--- src/rtl/repeat_pattern_scheduler.sv ---
// Repeat-pattern scheduler: expands one row of a latched 2D bit pattern into
// a 32-bit 1D row pattern per sensor row, handing each row to the MG block
// with a one-cycle load_pattern strobe and waiting for rp_valid before moving on.
// Only the "repeated" mask type is scheduled; other types leave the block untouched.

module repeat_pattern_scheduler #(
    parameter int max_image_sensor_w = 50,
    parameter int max_image_sensor_h = 50
) (
    input  logic        clk,
    input  logic        rst,
    input  logic        clk_en,
    input  logic [10:0] image_sensor_w,
    input  logic [10:0] image_sensor_h,
    input  logic [4:0]  pattern_w,
    input  logic [4:0]  pattern_h,
    input  logic [0:63] full_pattern,
    input  logic        start_pattern_2D,
    input  logic [1:0]  mask_type,
    input  logic        rp_valid,
    output logic        load_pattern,
    output logic [0:31] pattern
);

    typedef enum logic [1:0] {
        IDLE = 2'd0,
        SEND = 2'd1,
        WAIT = 2'd2
    } state_t;

    localparam logic [1:0] MASK_REPEATED = 2'b00;

    state_t      state;

    // Values captured on an accepted start; the schedule only ever reads these.
    logic [0:63] fp_q;
    logic [4:0]  pw_q;
    logic [4:0]  ph_q;
    logic [10:0] sw_q;
    logic [10:0] sh_q;

    // row_count is the absolute sensor row r; row_mod is r mod pattern_h and
    // row_base is row_mod*pattern_w, both advanced incrementally so that no
    // runtime division or wide multiply is needed to locate the pattern row.
    logic [10:0] row_count;
    logic [4:0]  row_mod;
    logic [5:0]  row_base;

    logic [9:0]  start_area;
    logic        start_ok;
    logic        last_row;
    logic        row_wrap;
    logic [4:0]  next_mod;
    logic [5:0]  next_base;
    logic [0:31] first_row;
    logic [0:31] next_row;
    logic        unused_info;

    // Replicates the pattern row that starts at bit 'base' across all 32
    // output bits, restarting the column every 'width' bits; a width that
    // does not divide 32 simply leaves a truncated copy at the end.
    function automatic logic [0:31] expand_row(
        input logic [0:63] src,
        input logic [5:0]  base,
        input logic [4:0]  width
    );
        logic [0:31] row;
        logic [4:0]  col;
        logic [5:0]  idx;
        row = '0;
        col = 5'd0;
        for (int i = 0; i < 32; i++) begin
            idx    = base + {1'b0, col};
            row[i] = src[idx];
            col    = (col == width - 5'd1) ? 5'd0 : col + 5'd1;
        end
        return row;
    endfunction

    // A start is only honoured for the repeated mask and dimensions whose
    // pattern fits inside the 64-bit full_pattern with at least one row to send.
    assign start_area = {5'd0, pattern_w} * {5'd0, pattern_h};
    assign start_ok   = start_pattern_2D
                     && (mask_type == MASK_REPEATED)
                     && (pattern_w != 5'd0)
                     && (pattern_h != 5'd0)
                     && (start_area <= 10'd64)
                     && (image_sensor_h != 11'd0);

    assign last_row  = (row_count == sh_q - 11'd1);
    assign row_wrap  = (row_mod == ph_q - 5'd1);
    assign next_mod  = row_wrap ? 5'd0 : row_mod + 5'd1;
    assign next_base = row_wrap ? 6'd0 : row_base + {1'b0, pw_q};

    // Row 0 comes straight from the inputs being latched; later rows come
    // from the latched copy at the next pattern-row offset.
    assign first_row = expand_row(full_pattern, 6'd0, pattern_w);
    assign next_row  = expand_row(fp_q, next_base, pw_q);

    // Sensor width and the sizing parameters are carried for the other mask
    // types and do not influence repeated-pattern scheduling.
    assign unused_info = (^sw_q) ^ (max_image_sensor_w > 0) ^ (max_image_sensor_h > 0);

    // Scheduler FSM with registered strobe and pattern outputs.
    always_ff @(posedge clk or posedge rst) begin
        if (rst) begin
            state        <= IDLE;
            fp_q         <= '0;
            pw_q         <= '0;
            ph_q         <= '0;
            sw_q         <= '0;
            sh_q         <= '0;
            row_count    <= '0;
            row_mod      <= '0;
            row_base     <= '0;
            load_pattern <= 1'b0;
            pattern      <= '0;
        end else if (clk_en) begin
            if (start_ok) begin
                fp_q         <= full_pattern;
                pw_q         <= pattern_w;
                ph_q         <= pattern_h;
                sw_q         <= image_sensor_w;
                sh_q         <= image_sensor_h;
                row_count    <= '0;
                row_mod      <= '0;
                row_base     <= '0;
                pattern      <= first_row;
                load_pattern <= 1'b1;
                state        <= SEND;
            end else begin
                case (state)
                    IDLE: begin
                        load_pattern <= 1'b0;
                    end
                    SEND: begin
                        load_pattern <= 1'b0;
                        state        <= WAIT;
                    end
                    WAIT: begin
                        load_pattern <= 1'b0;
                        if (rp_valid) begin
                            row_count <= row_count + 11'd1;
                            if (last_row) begin
                                state <= IDLE;
                            end else begin
                                row_mod      <= next_mod;
                                row_base     <= next_base;
                                pattern      <= next_row;
                                load_pattern <= 1'b1;
                                state        <= SEND;
                            end
                        end
                    end
                    default: begin
                        load_pattern <= 1'b0;
                        state        <= IDLE;
                    end
                endcase
            end
        end
    end

endmodule

--- config.mk ---
export PLATFORM = sky130hd
export DESIGN_NAME = repeat_pattern_scheduler
export DESIGN_NICKNAME = d
export VERILOG_FILES = /design/src/rtl/repeat_pattern_scheduler.sv
export SDC_FILE = /design/constraint.sdc
export NUM_CORES = 2
export LEC_CHECK = 0
export CAP_MARGIN = 20
export CORE_UTILIZATION = 40
export CTS_BUF_LIST = sky130_fd_sc_hd__clkbuf_8
export CTS_CLUSTER_SIZE = 30
export DETAILED_ROUTE_END_ITERATION = 12
export HOLD_SLACK_MARGIN = 0.02
export PLACE_DENSITY = 0.57
export SYNTH_ARGS = -nofsm -noshare
export SYNTH_HDL_FRONTEND = slang
export SYNTH_SLANG_ARGS = --single-unit
--- constraint.sdc ---
create_clock -name clk -period 48.8 [get_ports clk]
set_input_delay 9.76 -clock clk [delete_from_list [all_inputs] [get_ports clk]]
set_output_delay 9.76 -clock clk [all_outputs]
set_load 0.02 [all_outputs]
### Yosys cells after proc, flatten, opt, wreduce, memory -nomap -nowiden

Cells that the tools add are included.

| word-level totals | value |
|---|---|
| register bits | 142 |
| bits in latches | 0 |
| RAM bits | 0 |
| ROM bits | 0 |
| input port bits | 103 |
| output and inout port bits | 33 |
| logic and storage cells | 597 |
| memories kept | 0 |

| cells by class | value |
|---|---|
| $add $sub $neg | 98 |
| $mul | 1 |
| divide/modulo/power cells | 0 |
| order comparisons | 64 |
| equality and inequality tests | 67 |
| shift operators | 0 |
| mux-type cells | 276 |
| bitwise operators | 63 |
| reductions and logical operators | 18 |

Operators by type and width:

| operator | number |
|---|---|
| $ge A7 B7 Y1 const B | 63 |
| $bmux W1 S6 | 63 |
| $mux W5 | 59 |
| $add A5 B1 Y5 const B | 53 |
| $eq A5 B5 Y1 | 53 |
| $not A6 Y7 | 32 |
| $not A5 Y7 | 27 |
| $add A6 B5 Y6 | 28 |
| $mux W1 | 133 |
| $mux W32 | 4 |
| $mux W11 | 3 |
| $mux W6 | 5 |
| $sub A5 B1 Y5 const B | 3 |
| $add A11 B1 Y11 const B | 1 |
| $eq A11 B11 Y1 | 1 |
| $reduce_bool A11 Y1 | 1 |
| $sub A11 B1 Y11 const B | 1 |
| $add A4 B1 Y5 const B | 2 |
| $eq A1 B5 Y1 | 2 |
| $eq A2 B5 Y1 | 2 |
| $eq A3 B5 Y1 | 2 |
| $eq A4 B5 Y1 | 2 |
| $le A10 B7 Y1 const B | 1 |
| $logic_not A5 Y1 | 2 |
| 27 further kinds | 44 |

### Longest topological paths before layout

| logic depth | value |
|---|---|
| depth after elaboration | 72 |
| gate-level depth with buffers | 174 |
| gate-level depth less buffers | 149 |

### Worst setup path before layout

No wires, ideal clock.

| timing | value |
|---|---|
| path kind | input -> register |
| start point | input pattern_w[1] |
| end point | register pattern[31] in the netlist's numbering |
| library setup time | 132 ps |
| arrival | 43494 ps |
| required time | 48668 ps |
| path slack | 5174 ps |
| stages | 165 |
| buffers on the path | 30 |
| path through | clkbuf_1 > inv_1 > ha_1 > buf_6 > inv_1 > buf_1 > buf_6 > buf_6 > nor2_1 > o21ai_0 > ha_1 > o21ai_1 > inv_1 > ha_1 > and2_0 > ha_1 > clkbuf_1 > nor4b_1 > [129 not listed] > inv_1 > ha_1 > buf_1 > a311o_1 > and2_1 > o2111ai_1 > nor2_1 > o32ai_2 > clkbuf_1 > ha_1 > clkbuf_2 > or3_4 > nand2_2 > buf_6 > a211o_1 > a311o_1 > a41oi_1 > o31ai_2 |

| between the ends | value |
|---|---|
| longest elaborated chain between the ends | 68 |
| elaborated cells between the ends (all ways) | 109 |
| classes of those cells | add/sub: 31; mul: 1; order compare: 1; eq/ne: 31; mux: 35; bitwise: 1; reduce/logical: 9 |

RTL lines:

| item | RTL line | source |
|---|---|---|
| start, declared | 15 | `input logic [4:0] pattern_w,` |
| $sub A5 B1 Y5 | - |  |
| $logic_not A5 Y1 | 75 | `col = (col == width - 5'd1) ? 5'd0 : col + 5'd1;` |
| $mux W1 | 75 |  |
| $eq A1 B5 Y1 or $add A1 B1 Y2 (tied branches) | 75 |  |
| $mux W2 | 75 |  |
| $add A2 B1 Y3 or $eq A2 B5 Y1 (tied branches) | 75 |  |
| $mux W3 | 75 |  |
| $add A3 B1 Y4 or $eq A3 B5 Y1 (tied branches) | 75 |  |
| [51 not listed] | - |  |
| $add A5 B1 Y5 or $eq A5 B5 Y1 (tied branches) | 75 |  |
| $mux W5 | 75 |  |
| $add A5 B1 Y5 or $eq A5 B5 Y1 (tied branches) | 75 |  |
| $mux W5 | 75 |  |
| $not A5 Y7 (not written as such) | 74 | `row[i] = src[idx];` |
| $bmux W1 S6 | 74 |  |
| $mux W1 (not written as such) (2 in a row) | 74 |  |
| $mux W32 | 119 | `if (start_ok) begin` |
| end signal, assigned | 128 | `pattern <= first_row;` |
| end signal, assigned | 149 | `pattern <= next_row;` |
| end, declared | 22 | `output logic [0:31] pattern` |

Several ways; a longest one is shown, not always the timed one. The select of a mux whose other input is x is not followed.
A chain may end at the register's enable or synchronous reset.

### Worst setup path in the final report

| timing | value |
|---|---|
| start point | input pattern_w[0] |
| end point | register pattern[31] in the netlist's numbering |

Same word-level chain as after synthesis.

==> impl_metrics.tcl <==
set metrics [dict create \
    outcome "completed" \
    synth_nets 7332 \
    setup_viol 0 \
    via_count 62800 \
    maxCapViolCount 0 \
    hp-class "reg2reg" \
    clock_sinks 142 \
    ios 136 \
    yosys.area.top_type "mux4_2" \
    fin_cells 8533 \
    ys_types 160 \
    clock_skew_ps 29.0 \
    syn_area_per_cell_um2 8.20 \
    drive_gt1_frac 0.190 \
    ctsRootBufferMaster "clkbuf_8" \
    arrival_ps 46470 \
    cp_slowest_stage_delay_ps 630 \
    nNetsFinal 6979 \
    dieArea_um2 145000 \
    slowest_stage "or4b_2" \
    fp.coreArea_um2 142000 \
    final_util 0.424 \
    grt-ovfl-total 0 \
    rsz0062_at_grt "false" \
    insertion_delay_ps 550 \
    drt_iter0_drc 9649 \
    synth-async-reset-ratio 1.00 \
    rows 138 \
    htree_levels 4 \
    synth_top_area_frac 0.240 \
    initial_core_util 0.404 \
    synthCells 6977 \
    cts_max_path_buffers 2 \
    maxSlewViolCount 0 \
    drc 0 \
    fmax_mhz 21.7 \
    grt_pass1_vias 57600 \
    drtAntennaViolNets 0 \
    grt_start_max_net_pins 81 \
    hold_violations 0 \
    port-buffer-count 124 \
    clk_pin_slew_worst_paths_ps 90 \
    dpl.cell_count 8483 \
    min-delay-start "state[1]" \
    period_share 0.945 \
    syn_to_final_growth_pct 4.98 \
    gp_congestion 0.943 \
    track_usage 0.350 \
    path_common_cell "nand2_1" \
    reg2reg_from "pw_q[0]" \
    tightest_slew_ps 1180 \
    wire_per_inst_um 30.9 \
    yosysSeqAreaShare 0.0621 \
    ys.flop_type "dfrtp_1" \
    cp_data_required_time_ps 49170 \
    crit_path_start "pattern_w[0]" \
    fillers 14200 \
    synth_area_leaders "mux4_2, nand2_1, dfrtp_1" \
    fp.dieW_um 380 \
    cp-start-kind "primary input" \
    synth-edff-count 0 \
    crit_fanout 32 \
    cts-buffers-inserted 17 \
    viasPerCell 7.35 \
    first_pass_iters 7 \
    antenna_found_initial 12 \
    cts_tree "yes" \
    cp-end-kind "flip-flop" \
    setup_tns_ps 0 \
    path_class "in2reg" \
    grt_pass1_wl_um 387000 \
    dp_hpwl_um 162000 \
    die_y_um 380 \
    ys_seq_elements 142 \
    slew-limit-headroom 0.212 \
    yosysWarnings 0 \
    wl_um 264000 \
    fin_crit_ps 46100 \
    hold_slack_ps 475 \
    synth_area_um2 57200 \
]
[layer usage]
metal,global-route usage,vias up,part of all wire
met1,0.459,30200,0.37
met5,0.0218,-,0.0031
met4,0.197,21,0.072
met3,0.127,1256,0.15
li1,-,26200,-
met2,0.490,5072,0.40
[cell type report]
class                           instances  area [um^2]  share of cell area
Timing Repair Buffer                  381         3140              0.0523
Sequential cell                       142         3570              0.0594
Clock inverter                         13          149             0.00248
Clock buffer                           19          262             0.00435
Inverter                              230          882              0.0147
Antenna cell                            6         15.0            0.000250
Multi-Input combinational cell       5852        49700               0.827
Tap cell                             1890         2360              0.0394
[repair_timing]
action                     4_1_cts  5_1_grt
gates resized for setup          0       12
buffers inserted                 0        7
setup endpoints to repair        0        3
hold buffers                     0        0
[cell families (layout without fill, tap and decap cells)]
| group | Yosys count | count (layout) | share of synthesized area |
|---|---|---|---|
| simple gates | 2299 | 2299 | 0.191 |
| xor+xnor | 416 | 416 | 0.0702 |
| flops | 142 | 142 | 0.0621 |
| mux | 920 | 920 | 0.297 |
| compound gates | 1943 | 1943 | 0.247 |
| fa+ha+maj | 274 | 274 | 0.0609 |
| buf+inv | 983 | 643 | 0.0724 |
| other cells | 0 | 6 | 0 |
[layout by cell type, fill, tap and decap left out, drive strengths merged, types with 41 or more instances in the layout]
cell type	n
nand2	995
mux4	610
nor2	419
a21oi	393
o21ai	315
xnor2	314
buf	263
ha	237
mux2i	223
inv	219
nand3	213
nor3	162
a211oi	150
dfrtp	142
o211ai	133
clkdlybuf4s50	116
a31oi	114
and2	114
mux2	87
xor2	82
and3	75
o22ai	65
a21o	64
nand4	58
a311oi	53
o221ai	51
o31ai	50
or3	45
o21bai	44
a221oi	44
nor2b	43
nor4	41
[path summary, 6_finish.rpt]
path | end | slack (ps) | cells past startpoint
hold / removal | state[1] | 480 | 1
max in group asynchronous | fp_q[55] | 37600 | 3
setup / recovery | pattern[31] | 2700 | 141
min in group asynchronous | sh_q[2] | 9700 | 2
setup reg to reg | pattern[31] | 6920 | 144
hold reg to reg | state[1] | 480 | 1
[sequential cells by signal (all words and copies together), names as in the netlist]
| register | flops |
|---|---|
| fp_q | 64 |
| load_pattern | 1 |
| pattern | 32 |
| ph_q | 5 |
| pw_q | 5 |
| row_base | 6 |
| row_count | 11 |
| row_mod | 5 |
| sh_q | 11 |
| state | 2 |
[worst max-delay path, delay by kind of cell]
kind | cells | cell delay (ps)
xor gates and xnor gates | 6 | 1520
AOI/OAI and AO/OA | 38 | 9670
and+or+nand+nor | 46 | 11480
buffers and inverters | 26 | 5390
muxes | 8 | 2620
adders and majority gates | 17 | 5930
[Yosys cell counts (23+ instances only)]
master,n
nor2_1,412
buf_2,40
nor4_1,31
buf_4,29
nor2b_1,43
a21oi_1,382
o221ai_1,49
o22ai_1,62
mux2i_1,218
inv_1,204
o211ai_1,128
or3_1,43
and3_1,73
a31oi_1,106
nand2_1,987
a211o_1,36
o21ai_0,257
buf_1,69
a311oi_1,49
o31ai_1,38
a21o_1,63
a221oi_1,40
a211oi_1,142
xnor2_1,305
o21ai_1,43
and2_1,105
clkbuf_1,569
mux2_2,82
buf_6,33
o21a_1,35
xor2_1,78
dfrtp_1,142
ha_1,237
nand3_1,212
nor3_1,143
o2111ai_1,27
a32oi_1,30
and4_1,23
o21bai_1,44
nand4_1,57
mux4_2,610
or4_1,23
o311ai_0,23
[per-stage QoR]
stage	setup WS [ps]	area [um^2]
final	2700	60100
after global placement	2070	59500
after global routing	199	60100
after CTS	1880	59900
after detailed placement	1400	59500
after floorplan	5170	57200
Power is left out: the tool's default activity adds up to more than one toggle a clock period on the data nets, which glitch-free logic cannot reach.
